<file path="src/rtl/cmd_pkg.sv">
// Shared opcodes, header field layout and sequencer states for the command fetch path.
package cmd_pkg;

  localparam logic [7:0] OP_VERTEX = 8'h03;
  localparam logic [7:0] OP_COLOR  = 8'h04;
  localparam logic [7:0] OP_FLUSH  = 8'h05;
  localparam logic [7:0] OP_JUMP   = 8'h06;
  localparam logic [7:0] OP_MATRIX = 8'h16;

  localparam int unsigned HDR_FLAG_BIT = 31;
  localparam int unsigned HDR_LEN_MSB  = 15;
  localparam int unsigned HDR_LEN_LSB  = 8;
  localparam int unsigned HDR_OP_MSB   = 7;
  localparam int unsigned HDR_OP_LSB   = 0;

  typedef enum logic [2:0] {
    ST_IDLE,
    ST_DECODE,
    ST_PAYLOAD,
    ST_FLUSH_WAIT,
    ST_FAULT
  } cmd_state_t;

endpackage

</file>
<file path="src/rtl/cmd_decode.sv">
// Combinational header classifier: splits a header word into opcode/length
// and flags exactly one of payload, flush, jump, no-op or bad.
module cmd_decode
  import cmd_pkg::*;
(
  input  logic [31:0] header,
  output logic [7:0]  opcode,
  output logic [7:0]  len,
  output logic        is_payload,
  output logic        is_flush,
  output logic        is_jump,
  output logic        is_nop,
  output logic        is_bad
);

  logic flag;
  logic known_payload;

  always_comb begin
    opcode        = header[HDR_OP_MSB:HDR_OP_LSB];
    len           = header[HDR_LEN_MSB:HDR_LEN_LSB];
    flag          = header[HDR_FLAG_BIT];
    known_payload = (opcode == OP_MATRIX) || (opcode == OP_COLOR) || (opcode == OP_VERTEX);
    is_nop        = (header == '0);
    is_payload    = flag && known_payload && (len != '0);
    is_flush      = !flag && (opcode == OP_FLUSH);
    is_jump       = !flag && (opcode == OP_JUMP);
    is_bad        = !(is_nop || is_payload || is_flush || is_jump);
  end

endmodule

</file>
<file path="src/rtl/cmd_fetch_ctrl.sv">
// Command-stream sequencer: decodes headers from the BRAM and streams payload beats.
// Optional CMD_FETCH_PERF_EN adds saturating perf_cmds / perf_stall counters.
module cmd_fetch_ctrl
  import cmd_pkg::*;
#(
  parameter int unsigned MEM_DEPTH = 1024,
  parameter logic [31:0] START_PC  = '0
) (
  input  logic         clk,
  input  logic         rst_n,
  input  logic         start,
  input  logic         halt,
  output logic [31:0]  addr1,
  output logic [31:0]  addr2,
  input  logic [31:0]  read0,
  input  logic [31:0]  read1,
  input  logic [31:0]  read2,
  input  logic [31:0]  read3,
  input  logic [31:0]  read4,
  output logic         beat_valid,
  input  logic         beat_ready,
  output logic [7:0]   beat_opcode,
  output logic [127:0] beat_data,
  output logic [2:0]   beat_words,
  output logic         beat_first,
  output logic         beat_last,
  output logic         flush_req,
  input  logic         flush_done,
  output logic         busy,
  output logic         fault,
  output logic [31:0]  fault_pc
`ifdef CMD_FETCH_PERF_EN
  ,
  output logic [31:0]  perf_cmds,
  output logic [31:0]  perf_stall
`endif
);

  localparam logic [32:0] DEPTH = 33'(MEM_DEPTH);

  cmd_state_t  state, state_n;
  logic [31:0] pc, pc_n, ptr, ptr_n, fault_pc_q, fault_pc_n;
  logic [7:0]  rem, rem_n, op_q, op_n;
  logic        first_q, first_n, flush_arm, flush_arm_n, fault_q, fault_n;
  logic        retire, go_fault;
  logic [2:0]  words;
  logic [7:0]  dec_op, dec_len;
  logic        dec_payload, dec_flush, dec_jump, dec_nop, dec_bad;

  cmd_decode u_decode (
    .header     (read0),
    .opcode     (dec_op),
    .len        (dec_len),
    .is_payload (dec_payload),
    .is_flush   (dec_flush),
    .is_jump    (dec_jump),
    .is_nop     (dec_nop),
    .is_bad     (dec_bad)
  );

  assign words = (rem >= 8'd4) ? 3'd4 : rem[2:0];

  always_comb begin
    state_n     = state;
    pc_n        = pc;
    ptr_n       = ptr;
    rem_n       = rem;
    op_n        = op_q;
    first_n     = first_q;
    flush_arm_n = flush_arm;
    fault_n     = fault_q;
    fault_pc_n  = fault_pc_q;
    retire      = 1'b0;
    go_fault    = 1'b0;
    unique case (state)
      ST_DECODE: begin
        if (!halt) begin
          // Whole payload span is bounds-checked here so no beat is ever emitted for a bad command.
          if ({1'b0, pc} >= DEPTH) begin
            go_fault = 1'b1;
          end else if (dec_payload) begin
            if ({1'b0, pc} + {25'b0, dec_len} >= DEPTH) begin
              go_fault = 1'b1;
            end else begin
              op_n    = dec_op;
              rem_n   = dec_len;
              ptr_n   = pc + 32'd1;
              first_n = 1'b1;
              state_n = ST_PAYLOAD;
            end
          end else if (dec_flush) begin
            flush_arm_n = 1'b0;
            state_n     = ST_FLUSH_WAIT;
          end else if (dec_jump) begin
            if (({1'b0, pc} + 33'd1 >= DEPTH) || ({1'b0, read1} >= DEPTH)) begin
              go_fault = 1'b1;
            end else begin
              pc_n   = read1;
              retire = 1'b1;
            end
          end else if (dec_nop) begin
            pc_n   = pc + 32'd1;
            retire = 1'b1;
          end else if (dec_bad) begin
            go_fault = 1'b1;
          end
        end
      end
      ST_PAYLOAD: begin
        if (beat_ready) begin
          ptr_n   = ptr + {29'b0, words};
          rem_n   = rem - {5'b0, words};
          first_n = 1'b0;
          if (rem == {5'b0, words}) begin
            pc_n    = ptr_n;
            state_n = ST_DECODE;
            retire  = 1'b1;
          end
        end
      end
      ST_FLUSH_WAIT: begin
        flush_arm_n = 1'b1;
        if (flush_done && flush_arm) begin
          pc_n    = pc + 32'd1;
          state_n = ST_DECODE;
          retire  = 1'b1;
        end
      end
      default: ;
    endcase
    if (go_fault) begin
      state_n    = ST_FAULT;
      fault_n    = 1'b1;
      fault_pc_n = pc;
    end
    if (start) begin
      state_n     = ST_DECODE;
      pc_n        = START_PC;
      fault_n     = 1'b0;
      first_n     = 1'b0;
      flush_arm_n = 1'b0;
    end
  end

  always_ff @(posedge clk or negedge rst_n) begin
    if (!rst_n) begin
      state      <= ST_IDLE;
      pc         <= START_PC;
      ptr        <= '0;
      rem        <= '0;
      op_q       <= '0;
      first_q    <= 1'b0;
      flush_arm  <= 1'b0;
      fault_q    <= 1'b0;
      fault_pc_q <= '0;
    end else begin
      state      <= state_n;
      pc         <= pc_n;
      ptr        <= ptr_n;
      rem        <= rem_n;
      op_q       <= op_n;
      first_q    <= first_n;
      flush_arm  <= flush_arm_n;
      fault_q    <= fault_n;
      fault_pc_q <= fault_pc_n;
    end
  end

  assign addr1       = pc;
  assign addr2       = (state == ST_PAYLOAD) ? ptr : pc + 32'd1;
  assign beat_valid  = (state == ST_PAYLOAD);
  assign beat_opcode = op_q;
  assign beat_words  = beat_valid ? words : '0;
  assign beat_first  = beat_valid && first_q;
  assign beat_last   = beat_valid && (rem <= 8'd4);
  assign beat_data   = {read1, read2, read3, read4};
  assign flush_req   = (state == ST_FLUSH_WAIT);
  assign busy        = (state != ST_IDLE) && (state != ST_FAULT);
  assign fault       = fault_q;
  assign fault_pc    = fault_pc_q;

`ifdef CMD_FETCH_PERF_EN
  logic [31:0] cmds_q, stall_q;

  always_ff @(posedge clk or negedge rst_n) begin
    if (!rst_n) begin
      cmds_q  <= '0;
      stall_q <= '0;
    end else if (start) begin
      cmds_q  <= '0;
      stall_q <= '0;
    end else begin
      if (retire && (cmds_q != '1))
        cmds_q <= cmds_q + 32'd1;
      if (beat_valid && !beat_ready && (stall_q != '1))
        stall_q <= stall_q + 32'd1;
    end
  end

  assign perf_cmds  = cmds_q;
  assign perf_stall = stall_q;
`else
  logic perf_unused;
  assign perf_unused = retire;
`endif

endmodule

</file>
<file path="config.mk">
export PLATFORM = sky130hd
export DESIGN_NAME = cmd_fetch_ctrl
export DESIGN_NICKNAME = d
export VERILOG_FILES = /design/src/rtl/cmd_pkg.sv /design/src/rtl/cmd_decode.sv /design/src/rtl/cmd_fetch_ctrl.sv
export SDC_FILE = /design/constraint.sdc
export NUM_CORES = 1
export LEC_CHECK = 0
export CAP_MARGIN = 25
export CORE_ASPECT_RATIO = 0.8
export CORE_MARGIN = 10
export CORE_UTILIZATION = 35
export CTS_CLUSTER_SIZE = 12
export DETAILED_ROUTE_END_ITERATION = 8
export MAX_ROUTING_LAYER = met4
export PLACE_DENSITY = 0.78
export SETUP_SLACK_MARGIN = 0.05
export SYNTH_ARGS = -nofsm -noshare
export SYNTH_HDL_FRONTEND = slang
export SYNTH_SLANG_ARGS = --single-unit
export TNS_END_PERCENT = 1
</file>
<file path="constraint.sdc">
create_clock -name clk -period 10.9 [get_ports clk]
set_clock_uncertainty 0.1 [all_clocks]
set_input_delay 2.18 -clock clk [delete_from_list [all_inputs] [get_ports clk]]
set_output_delay 2.18 -clock clk [all_outputs]
set_load 0.01 [all_outputs]
</file>
==> qor.csv <==
metric;value;unit
outcome;completed;
path_class;input pin to register;
clockRootBuffer;clkbuf_16;
min_to;fault;
r2r_start;addr1[0];
met3WireLength;3950;um
reg2regPathDepth;12;
synth_nets;1350;
dpl_cell_area;0.0111;mm^2
vias;9043;
p_per_area;118;mW/mm^2
hold_path.class;register to register;
slew-limit-headroom;36.4;%
crit_family;simple AND/OR/NAND/NOR gates;
synth_cell_type_count;74;
synth-edff-count;0;
routed_wl;35700;um
start_kind;input pin;
nNetsFinal;1395;
syn_area_per_cell;8.31;um^2
clkPwrFrac;40.9;%
final_area;0.0117;mm^2
p_sw;0.000415;W
synthArstFlopShare;100;%
fmax;132;MHz
final_hold_viol_count;0;
tightest_slew;0.952;ns
drv_cap;0;
track_usage;20.6;%
clk_latency;0.43;ns
p_comb_share;21.8;%
port_buffers;214;
ys_seq_elements;118;
cts_tree;yes;
synthFlopType;dfrtp_1;
slowest_delay;0.97;ns
dp_cells;1557;
place_ws;2.99;ns
cts.clk_slew.worst_paths;0.05;ns
cp-end-kind;register;
cts.sinks;118;
top_layer_used;met4;
grt_max_degree;89;
drtIter0Drc;1014;
yosysSeqAreaShare;30.4;%
core-area;0.0273;mm^2
period_minus_slack;7.60;ns
worstHoldPathCells;1;
switching_share;30.1;%
detail-route-antenna-nets;0;
seqPwrFrac;37.3;%
grt_overflow;0;
io_pins;407;
cp_slowest_cell;nand2_1;
power.internal;0.000963;W
final.period_utilization;69.7;%
fin_setup_tns;0;ns
cts_made_buffers;17;
crit_path_max_fanout;33;
ys_warn_count;0;
crit_top_cell;nand2_1;
rsz0062_at_grt;no;
arrival;7.80;ns
yosysTopAreaCellShare;30.4;%
regToRegSetupSlack;4.80;ns
slew_viol_final;0;
dieHeight;169;um
synth_top_area_cell;dfrtp_1;
final_cell_mix;clkdlybuf4s50_1 (213), nand2_1 (131), dfrtp_1 (118);
hp-start;fault;
rr_endpoint;ptr[22];
vias_per_cell;5.69;
power_leakage;4.79;nW
path_cells;clkdlybuf4s50_1, ha_1, fa_1, a211oi_1, o211ai_1, nand2_1, a2111oi_0, a21oi_1, nor4_1, nand4_1, nand2_1, buf_4, mux2_2;
crit_buf_inv;2;
drc;0;
die_w;206;um
utilization;42.7;%
netlist_area;0.00971;mm^2
wl_met2;15600;um
cts_htree_levels;4;
clockBufferDepth;2;
gp_congestion;1.04;
start_util;35.6;%
post_cts_resized;0;
finalWorstSetupSlack;3.30;ns
cts_setup_buffers;0;
grt_pass1_vias;8922;
grt_pass1_wl;54200;um
netlist_top_cells_area;dfrtp_1 (30%), buf_4 (10%), mux2_2 (6.5%), nand2_1 (5.1%), a21oi_1 (4.1%);
syn_inst;1168;
met1_length;15800;um
row_count;54;
synthToLayoutAreaGrowth;20.2;%
mostFrequentLayoutCell;clkdlybuf4s50_1;
hpwl;26800;um
cts_hold_buf;0;
cp.required;11.10;ns
grt_antenna_before_repair;0;
drt_pass1_iterations;5;
vdd_drop_max;115;uV
setup_viol_count_final;0;
dieArea;0.0348;mm^2
stdcell_count;1589;
wire_per_inst;22.5;um
layout-drive-gt1-share;10.6;%
-- synthesized netlist by cell type, drive strengths merged (22+ instances only) --
| cell type | number |
|---|---|
| buf | 163 |
| nand2 | 133 |
| dfrtp | 118 |
| nor2 | 103 |
| a21oi | 80 |
| mux2 | 73 |
| xnor2 | 45 |
| nand3 | 40 |
| o21ai | 40 |
| clkbuf | 36 |
| inv | 35 |
| nor4 | 34 |
| o211ai | 30 |
| nor3 | 26 |
| nand4 | 22 |
| xor2 | 22 |
-- power groups by stage --
stage                     Clock [W]  Sequential [W]  Combinational (W)
after floorplan                   0        0.000504           0.000221
after global placement            0        0.000520           0.000297
after detailed placement          0        0.000521           0.000299
after CTS                  0.000573        0.000514           0.000302
after global routing       0.000592        0.000519           0.000329
final                      0.000564        0.000514           0.000301
-- flip-flops by register name, summed over array words and instances (netlist names) --
name and flops:
ptr 32, fault_pc 32, state 3, addr1 32, flush_arm 1, beat_opcode 8, rem 8, fault 1
first_q 1
-- metal layers --
metal,global-route usage [%],up-vias
met1,27.4,4340
met2,29.7,566
met3,6.72,38
met4,4.53,0
li1,-,4099
met5,-,-
-- worst reg2reg max path: stages, from the launching register on --
cell	delay [ns]
dfrtp_1	0.68
ha_1	0.29
fa_1	0.18
a211oi_1	0.07
o211ai_1	0.73
nand2_1	0.28
a2111oi_0	0.50
a21oi_1	0.08
nor4_1	0.52
nand4_1	0.67
nand2_1	0.97
buf_4	0.50
mux2_2	0.41
-- kinds of logic (layout without fill, tap and decap cells) --
family	after synthesis	in the layout	share of synthesized area, %
and+or+nand+nor	417	417	20.8
xor gates and xnor gates	67	67	6.04
AOI/OAI and AO/OA	229	229	15.3
adders and majority gates	16	16	2.22
muxes	84	84	10.2
DFF	118	118	30.4
buffers and inverters	236	292	15.0
other	1	2	0.0386
-- through the flow --
step                hold WS [ns]  total power [W]
CTS                        0.392          0.00139
floorplan                  0.383         0.000725
finish                     0.389          0.00138
detailed placement         0.378         0.000820
global route               0.405          0.00144
global placement           0.371         0.000816
-- how the worst max path moves through the flow --
stage | start | to | slack, ns | cells past startpoint
detailed placement | read0[8] | ptr[21] | 2.99 | 13
finish | read0[8] | ptr[22] | 3.30 | 13
global placement | read0[8] | ptr[23] | 3.21 | 13
floorplan | read0[8] | ptr[16] | 5.69 | 12
CTS | read0[8] | ptr[22] | 3.40 | 13
global route | read0[8] | ptr[22] | 2.81 | 13
-- area by class of cell --
cell class,count,area [um^2]
Multi-Input combinational cell,814,5300
Tap cell,364,455
Timing Repair Buffer,226,2250
Clock inverter,8,100
Clock buffer,22,474
Antenna cell,1,2.50
Sequential cell,118,2950
Fill cell,2695,15600
Inverter,36,135
Power figures use the tool's default switching activity.
